==> src/rtl/edge_detect_multi_pkg.sv <==
// ============================================================================
// Module      : edge_pkg
// Description : Shared constants and helpers for the multi-channel edge
//               detector: per-channel mode encodings and a ceil(log2) helper
//               used to size the debounce counter.
// Revision    : 1.0 - initial release
// ============================================================================
`default_nettype none

package edge_pkg;

    // Per-channel event selection, two bits per channel on i_Mode
    localparam logic [1:0] EDGE_OFF  = 2'b00;
    localparam logic [1:0] EDGE_RISE = 2'b01;
    localparam logic [1:0] EDGE_FALL = 2'b10;
    localparam logic [1:0] EDGE_BOTH = 2'b11;

    // ceil(log2(value)); returns 0 for value <= 1
    function automatic int clog2(input int value);
        int result;
        result = 0;
        while ((1 << result) < value) begin
            result = result + 1;
        end
        return result;
    endfunction

endpackage

`default_nettype wire

==> src/rtl/edge_detect_multi_if.sv <==
// ============================================================================
// Module      : edge_detect_multi_if
// Description : Bundles the per-channel input and status buses of the
//               edge detector. The slave modport is the detector's view, the
//               master modport is the view of whatever drives and polls it.
//   i_Sig    : raw asynchronous levels, one bit per channel
//   i_Mode   : two mode bits per channel
//   i_Clr    : per-channel clear of sticky flag and counter
//   o_Level  : debounced levels
//   o_Rise   : one-cycle rising pulses
//   o_Fall   : one-cycle falling pulses
//   o_Edge   : mode-filtered event pulses
//   o_Sticky : latched event flags
//   o_Cnt    : CNT_W-bit saturating event counters, channel n at [n*CNT_W +: CNT_W]
// Revision    : 1.0 - initial release
// ============================================================================
`default_nettype none

interface edge_detect_multi_if #(
    parameter int CH    = 4,
    parameter int CNT_W = 8
);
    logic [CH-1:0]       i_Sig;
    logic [2*CH-1:0]     i_Mode;
    logic [CH-1:0]       i_Clr;
    logic [CH-1:0]       o_Level;
    logic [CH-1:0]       o_Rise;
    logic [CH-1:0]       o_Fall;
    logic [CH-1:0]       o_Edge;
    logic [CH-1:0]       o_Sticky;
    logic [CH*CNT_W-1:0] o_Cnt;

    modport master (
        output i_Sig, i_Mode, i_Clr,
        input  o_Level, o_Rise, o_Fall, o_Edge, o_Sticky, o_Cnt
    );

    modport slave (
        input  i_Sig, i_Mode, i_Clr,
        output o_Level, o_Rise, o_Fall, o_Edge, o_Sticky, o_Cnt
    );
endinterface

`default_nettype wire

==> src/rtl/edge_detect_multi_chan.sv <==
// ============================================================================
// Module      : edge_chan
// Description : One edge-detector channel: synchroniser, debounce, rise/fall
//               pulse generation, mode-filtered event, sticky flag and
//               saturating event counter.
//   i_Clk    : clock, rising edge
//   i_Rstb   : asynchronous active-low reset
//   i_Sig    : raw asynchronous level
//   i_Mode   : 00 off, 01 rising, 10 falling, 11 both
//   i_Clr    : synchronous clear of sticky flag and counter
//   o_Level  : debounced level
//   o_Rise   : one-cycle pulse on debounced 0->1
//   o_Fall   : one-cycle pulse on debounced 1->0
//   o_Edge   : mode-filtered event pulse, aligned with o_Rise/o_Fall
//   o_Sticky : latched event flag
//   o_Cnt    : saturating event counter
// Revision    : 1.0 - initial release
// ============================================================================
`default_nettype none

module edge_chan
    import edge_pkg::*;
#(
    parameter int SYNC   = 2,
    parameter int DB_CNT = 4,
    parameter int CNT_W  = 8
) (
    input  wire logic             i_Clk,
    input  wire logic             i_Rstb,
    input  wire logic             i_Sig,
    input  wire logic [1:0]       i_Mode,
    input  wire logic             i_Clr,
    output logic                  o_Level,
    output logic                  o_Rise,
    output logic                  o_Fall,
    output logic                  o_Edge,
    output logic                  o_Sticky,
    output logic [CNT_W-1:0]      o_Cnt
);

    localparam logic [CNT_W-1:0] c_CNT_MAX = '1;

    logic [SYNC-1:0]  r_sync;
    logic             w_s;
    logic             r_level;
    logic             r_level_d;
    logic             r_rise;
    logic             r_fall;
    logic             r_edge;
    logic             r_sticky;
    logic [CNT_W-1:0] r_cnt;
    logic             w_rise;
    logic             w_fall;
    logic             w_rise_en;
    logic             w_fall_en;

    // Plain shift-register synchroniser; nothing combinational ahead of it
    always_ff @(posedge i_Clk or negedge i_Rstb) begin
        if (!i_Rstb) begin
            r_sync <= '0;
        end else begin
            r_sync <= {r_sync[SYNC-2:0], i_Sig};
        end
    end

    assign w_s = r_sync[SYNC-1];

    generate
        if (DB_CNT == 0) begin : g_no_db
            always_ff @(posedge i_Clk or negedge i_Rstb) begin
                if (!i_Rstb) begin
                    r_level <= 1'b0;
                end else begin
                    r_level <= w_s;
                end
            end
        end else begin : g_db
            localparam int             c_DB_W    = clog2(DB_CNT + 1);
            localparam logic [c_DB_W-1:0] c_DB_LAST = c_DB_W'(DB_CNT - 1);

            logic              r_s_q;
            logic [c_DB_W-1:0] r_db_cnt;

            // r_s_q is the same single sampling stage the no-debounce build
            // uses for r_level, so both builds keep latency SYNC+DB_CNT+2.
            // The level flips only after DB_CNT consecutive samples that
            // disagree with it; any agreeing sample restarts the count.
            always_ff @(posedge i_Clk or negedge i_Rstb) begin
                if (!i_Rstb) begin
                    r_s_q    <= 1'b0;
                    r_db_cnt <= '0;
                    r_level  <= 1'b0;
                end else begin
                    r_s_q <= w_s;
                    if (r_s_q == r_level) begin
                        r_db_cnt <= '0;
                    end else if (r_db_cnt == c_DB_LAST) begin
                        r_level  <= r_s_q;
                        r_db_cnt <= '0;
                    end else begin
                        r_db_cnt <= r_db_cnt + 1'b1;
                    end
                end
            end
        end
    endgenerate

    assign w_rise    = r_level & ~r_level_d;
    assign w_fall    = ~r_level & r_level_d;
    assign w_rise_en = (i_Mode == EDGE_RISE) || (i_Mode == EDGE_BOTH);
    assign w_fall_en = (i_Mode == EDGE_FALL) || (i_Mode == EDGE_BOTH);

    always_ff @(posedge i_Clk or negedge i_Rstb) begin
        if (!i_Rstb) begin
            r_level_d <= 1'b0;
            r_rise    <= 1'b0;
            r_fall    <= 1'b0;
            r_edge    <= 1'b0;
        end else begin
            r_level_d <= r_level;
            r_rise    <= w_rise;
            r_fall    <= w_fall;
            r_edge    <= (w_rise_en & w_rise) | (w_fall_en & w_fall);
        end
    end

    // A clear arriving together with an event still records that event
    always_ff @(posedge i_Clk or negedge i_Rstb) begin
        if (!i_Rstb) begin
            r_sticky <= 1'b0;
            r_cnt    <= '0;
        end else begin
            if (r_edge) begin
                r_sticky <= 1'b1;
            end else if (i_Clr) begin
                r_sticky <= 1'b0;
            end

            if (i_Clr) begin
                r_cnt <= r_edge ? CNT_W'(1) : '0;
            end else if (r_edge && (r_cnt != c_CNT_MAX)) begin
                r_cnt <= r_cnt + 1'b1;
            end
        end
    end

    assign o_Level  = r_level;
    assign o_Rise   = r_rise;
    assign o_Fall   = r_fall;
    assign o_Edge   = r_edge;
    assign o_Sticky = r_sticky;
    assign o_Cnt    = r_cnt;

endmodule

`default_nettype wire

==> src/rtl/edge_detect_multi.sv <==
// ============================================================================
// Module      : edge_detect_multi
// Description : Multi-channel edge detector. CH independent edge_chan
//               instances share only clock and reset; the interface buses
//               are sliced per channel.
//   i_Clk  : clock, rising edge
//   i_Rstb : asynchronous active-low reset (deassertion synchronised outside)
//   bus    : edge_detect_multi_if slave view (inputs, levels, pulses,
//            sticky flags, counters)
// Revision    : 1.0 - initial release
// ============================================================================
`default_nettype none

module edge_detect_multi
    import edge_pkg::*;
#(
    parameter int CH     = 4,
    parameter int SYNC   = 2,
    parameter int DB_CNT = 4,
    parameter int CNT_W  = 8
) (
    input  wire logic          i_Clk,
    input  wire logic          i_Rstb,
    edge_detect_multi_if.slave bus
);

    logic [CH-1:0]       w_level;
    logic [CH-1:0]       w_rise;
    logic [CH-1:0]       w_fall;
    logic [CH-1:0]       w_edge;
    logic [CH-1:0]       w_sticky;
    logic [CH*CNT_W-1:0] w_cnt;

    generate
        for (genvar n = 0; n < CH; n++) begin : g_chan
            edge_chan #(
                .SYNC   (SYNC),
                .DB_CNT (DB_CNT),
                .CNT_W  (CNT_W)
            ) u_chan (
                .i_Clk    (i_Clk),
                .i_Rstb   (i_Rstb),
                .i_Sig    (bus.i_Sig[n]),
                .i_Mode   (bus.i_Mode[2*n +: 2]),
                .i_Clr    (bus.i_Clr[n]),
                .o_Level  (w_level[n]),
                .o_Rise   (w_rise[n]),
                .o_Fall   (w_fall[n]),
                .o_Edge   (w_edge[n]),
                .o_Sticky (w_sticky[n]),
                .o_Cnt    (w_cnt[n*CNT_W +: CNT_W])
            );
        end
    endgenerate

    assign bus.o_Level  = w_level;
    assign bus.o_Rise   = w_rise;
    assign bus.o_Fall   = w_fall;
    assign bus.o_Edge   = w_edge;
    assign bus.o_Sticky = w_sticky;
    assign bus.o_Cnt    = w_cnt;

endmodule

`default_nettype wire
==> src/flat_wrapper.sv <==
// flat-port wrapper written by rule: the top's interface ports become plain ports
module edge_detect_multi_flat import edge_pkg::*;
#(
    parameter int CH     = 4,
    parameter int SYNC   = 2,
    parameter int DB_CNT = 4,
    parameter int CNT_W  = 8
)
  (i_Clk, i_Rstb, bus_i_Sig, bus_i_Mode, bus_i_Clr, bus_o_Level, bus_o_Rise, bus_o_Fall, bus_o_Edge, bus_o_Sticky, bus_o_Cnt);
  edge_detect_multi_if #(.CH(CH), .CNT_W(CNT_W)) bus_i ();
  input  wire logic i_Clk;
  input  wire logic i_Rstb;
  input wire logic [$bits(bus_i.i_Sig)-1:0] bus_i_Sig;
  input wire logic [$bits(bus_i.i_Mode)-1:0] bus_i_Mode;
  input wire logic [$bits(bus_i.i_Clr)-1:0] bus_i_Clr;
  output wire logic [$bits(bus_i.o_Level)-1:0] bus_o_Level;
  output wire logic [$bits(bus_i.o_Rise)-1:0] bus_o_Rise;
  output wire logic [$bits(bus_i.o_Fall)-1:0] bus_o_Fall;
  output wire logic [$bits(bus_i.o_Edge)-1:0] bus_o_Edge;
  output wire logic [$bits(bus_i.o_Sticky)-1:0] bus_o_Sticky;
  output wire logic [$bits(bus_i.o_Cnt)-1:0] bus_o_Cnt;
  assign bus_i.i_Sig = bus_i_Sig;
  assign bus_i.i_Mode = bus_i_Mode;
  assign bus_i.i_Clr = bus_i_Clr;
  assign bus_o_Level = bus_i.o_Level;
  assign bus_o_Rise = bus_i.o_Rise;
  assign bus_o_Fall = bus_i.o_Fall;
  assign bus_o_Edge = bus_i.o_Edge;
  assign bus_o_Sticky = bus_i.o_Sticky;
  assign bus_o_Cnt = bus_i.o_Cnt;
  edge_detect_multi #(.CH(CH), .SYNC(SYNC), .DB_CNT(DB_CNT), .CNT_W(CNT_W)) u_core (.i_Clk(i_Clk), .i_Rstb(i_Rstb), .bus(bus_i));
endmodule
==> config.mk <==
export PLATFORM = sky130hd
export DESIGN_NAME = edge_detect_multi_flat
export DESIGN_NICKNAME = d
export VERILOG_FILES = /design/src/rtl/edge_detect_multi_pkg.sv /design/src/rtl/edge_detect_multi_if.sv /design/src/rtl/edge_detect_multi_chan.sv /design/src/rtl/edge_detect_multi.sv /design/src/flat_wrapper.sv
export SDC_FILE = /design/constraint.sdc
export NUM_CORES = 1
export LEC_CHECK = 0
export BUFFER_PORTS_ARGS = -buffer_cell sky130_fd_sc_hd__buf_2
export CORE_UTILIZATION = 40
export DETAILED_ROUTE_END_ITERATION = 16
export PLACE_DENSITY = 0.67
export SYNTH_ARGS = -nofsm -noshare
export SYNTH_HDL_FRONTEND = slang
export SYNTH_HIERARCHICAL = 1
export SYNTH_SLANG_ARGS = --single-unit
==> constraint.sdc <==
create_clock -name i_Clk -period 5.2 [get_ports i_Clk]
set_clock_uncertainty 0.15 [all_clocks]
set_input_delay 0.52 -clock i_Clk [delete_from_list [all_inputs] [get_ports i_Clk]]
set_output_delay 0.52 -clock i_Clk [all_outputs]
set_load 0.01 [all_outputs]
==> flow_summary.json <==
{
  "antenna_left": 0,
  "synth_area_sq_um": 3528,
  "path_cells": "buf_2",
  "placed_cells": 459,
  "start_util_pct": 42.10,
  "cp-end-kind": "primary output",
  "synth_nets": 326,
  "antenna_found_initial": 0,
  "portBuffers": 69,
  "critPathKind": "reg2out",
  "routed_via_density": 5.239,
  "clock-root-buffer": "clkbuf_8",
  "post_drt_wl_per_cell_microns": 13.49,
  "fin_crit_sh_pct": 34.70,
  "nNetsFinal": 392,
  "drc_errors": 0,
  "clk_pin_slew_ns": 0.08,
  "worstSetupStartpointType": "register",
  "slowest_stage": "dfrtp_1",
  "yosys-top-cells-area": "dfrtp_1 57%, nor2b_1 3.5%, a21oi_1 3.4%",
  "area_growth_pct": 17.06,
  "wl_microns": 6420,
  "arrival_ns": 1.13,
  "cap_violations": 0,
  "fin_tns_setup_ns": 0,
  "fmax_ghz": 0.5542,
  "drt_iter0_drc": 138,
  "min_path_type": "in2reg",
  "required_ns": 4.53,
  "die_h_microns": 95.92,
  "core_sq_um": 8382,
  "cts_tree": "yes",
  "cp_top_family": "flip-flops",
  "clock-sinks": 80,
  "grt_usage_pct": 15.01,
  "min_period_ns": 1.804,
  "grt_max_degree": 45,
  "clock_path_buffers": 2,
  "io_pins": 70,
  "synth_area_leader_cell": "dfrtp_1",
  "ir_drop_mv": 0.2025,
  "rows": 33,
  "slew-limit-headroom_pct": 63.83,
  "dpl_cell_area_sq_um": 3935,
  "leakage_nw": 1.910,
  "cts_resized": 0,
  "cp_max_fo": 13,
  "fin_cells": 476,
  "syn_avg_cell_area_sq_um": 11.76,
  "synth_top_area_share_pct": 56.74,
  "ys_warn_count": 6,
  "dp_hpwl_microns": 4410,
  "drt_pass1_iterations": 4,
  "setup_violations": 0,
  "synthDistinctLibCells": 33,
  "cts_setup_buffers": 0,
  "hold_violations": 0,
  "final_cell_area_sq_um": 4130,
  "overflow": 0,
  "die_x_microns": 95.92,
  "setup_slack_ns": 3.396,
  "fin_hold_ws_ns": 0.1385,
  "htree_levels": 3,
  "diodes": 0,
  "synth_seq_cells": 80,
  "grt_pass1_vias": 2277,
  "cts_hold_buf": 1,
  "synthCells": 300,
  "final_layout_size_suffix_gt1_share_pct": 28.03,
  "cp_num_buf_inv": 1,
  "rsz0062_at_grt": "no",
  "dpl_worst_slack_ns": 3.427,
  "max_slew.worst_pin.slew_ns": 0.5426,
  "numCtsBuffers": 9,
  "slew_violations": 0,
  "p_per_area_nw_per_um2": 426.9,
  "clock_latency_ns": 0.34,
  "gp_congestion": 0.8301,
  "slowest_delay_ns": 0.59,
  "grt_pass1_wl_microns": 10630,
  "routed-via-count": 2494,
  "dieArea_sq_um": 9201,
  "status": "finished, final reports clean",
  "ys_seq_area_share_pct": 56.74
}
## layout by cell type (no fill, tap or decap), types with 8 or more instances in the layout
cell type	n
dfrtp_1	80
nand3_1	8
nor2_1	8
buf_2	68
a21oi_1	24
ha_1	8
a211oi_1	12
nand2_1	20
nand4_1	8
nor3_1	8
clkbuf_8	12
nor2b_1	20
nor3b_1	12
## report_power, final
part / internal, mW / switching [mW]
clock: 0.213 / 0.212
combinational: 0.218 / 0.210
sequential: 0.766 / 0.144
## final timing paths
kind                                                    from                           endpoint  slack, ns  cells past startpoint
setup / recovery              u_core/g_chan[3].u_chan/o_Edge                      bus_o_Edge[3]       3.40                      1
hold / removal                                  bus_i_Sig[3]  u_core/g_chan[3].u_chan/r_sync[0]       0.14                      1
setup reg to reg            u_core/g_chan[1].u_chan/o_Cnt[0]   u_core/g_chan[1].u_chan/o_Cnt[7]       3.41                      4
hold reg to reg            u_core/g_chan[0].u_chan/r_sync[0]  u_core/g_chan[0].u_chan/r_sync[1]       0.20                      0
max in group asynchronous                             i_Rstb     u_core/g_chan[3].u_chan/o_Fall       3.45                      3
min in group asynchronous                             i_Rstb   u_core/g_chan[0].u_chan/o_Cnt[5]       0.52                      2
## cell type report
type                       instances  area, sq um
clock buffer                      14        172.7
timing repair buffer              71        365.4
multi-input combinational        200         1431
fill                             779         4252
sequential                        80         2002
tap                              105        131.4
inverter                           4        15.01
clock inverter                     2        12.51
## metrics by stage
step | power (mW) | utilization [%]
3_5_place_dp | 1.357 | 46.95
5_1_grt | 1.897 | 49.28
3_3_place_gp | 1.337 | 46.95
4_1_cts | 1.791 | 49.28
6_report | 1.763 | 49.28
2_1_floorplan | 1.182 | -
## layer usage
metal  vias to the layer above  wire (microns)  GRT usage (%)
met5                         -               0              0
met2                        69            2918          22.62
met3                        10             325          3.555
met4                         0             108          7.090
li1                       1216               -              -
met1                      1199            3067          20.37
## cell usage after synthesis
master and number:
or3_1 4, nor2b_1 20, buf_2 4, dfrtp_1 80, o31ai_1 4, ha_1 8
a21o_1 4, and3_1 4, clkbuf_1 8, nor4_1 4, a22o_1 4, o21ba_2 4
and4_1 4, a41oi_1 4, inv_1 4, buf_4 4, xnor2_1 4, nor3_1 8
nor2_1 8, mux2_4 4, nand3_2 4, nand3_1 8, mux2i_1 4, a21boi_1 4
nand3b_1 4, nand4_1 8, nand2b_1 4, mux2_2 4, a211oi_1 12, nor4_4 4
nor3b_1 12, a21oi_1 24, nand2_1 20
## state kept, by name, summed over array words and instances (netlist names)
| name | count |
|---|---|
| u_core/g_chan.u_chan/o_Sticky | 4 |
| u_core/g_chan.u_chan/g_db.r_s_q | 4 |
| u_core/g_chan.u_chan/o_Rise | 4 |
| u_core/g_chan.u_chan/r_level_d | 4 |
| u_core/g_chan.u_chan/o_Edge | 4 |
| u_core/g_chan.u_chan/o_Fall | 4 |
| u_core/g_chan.u_chan/r_sync | 8 |
| u_core/g_chan.u_chan/g_db.r_db_cnt | 12 |
| u_core/g_chan.u_chan/o_Level | 4 |
| u_core/g_chan.u_chan/o_Cnt | 32 |
## kinds of logic after synthesis
logic type,count (synthesis),synth area share (%)
mux,12,4.113
flops,80,56.74
compound gates,60,11.63
buf+inv,20,2.695
simple gates,116,20.99
xor+xnor,4,0.9928
fa+ha+maj,8,2.837
(Power assumes the default switching activity.)
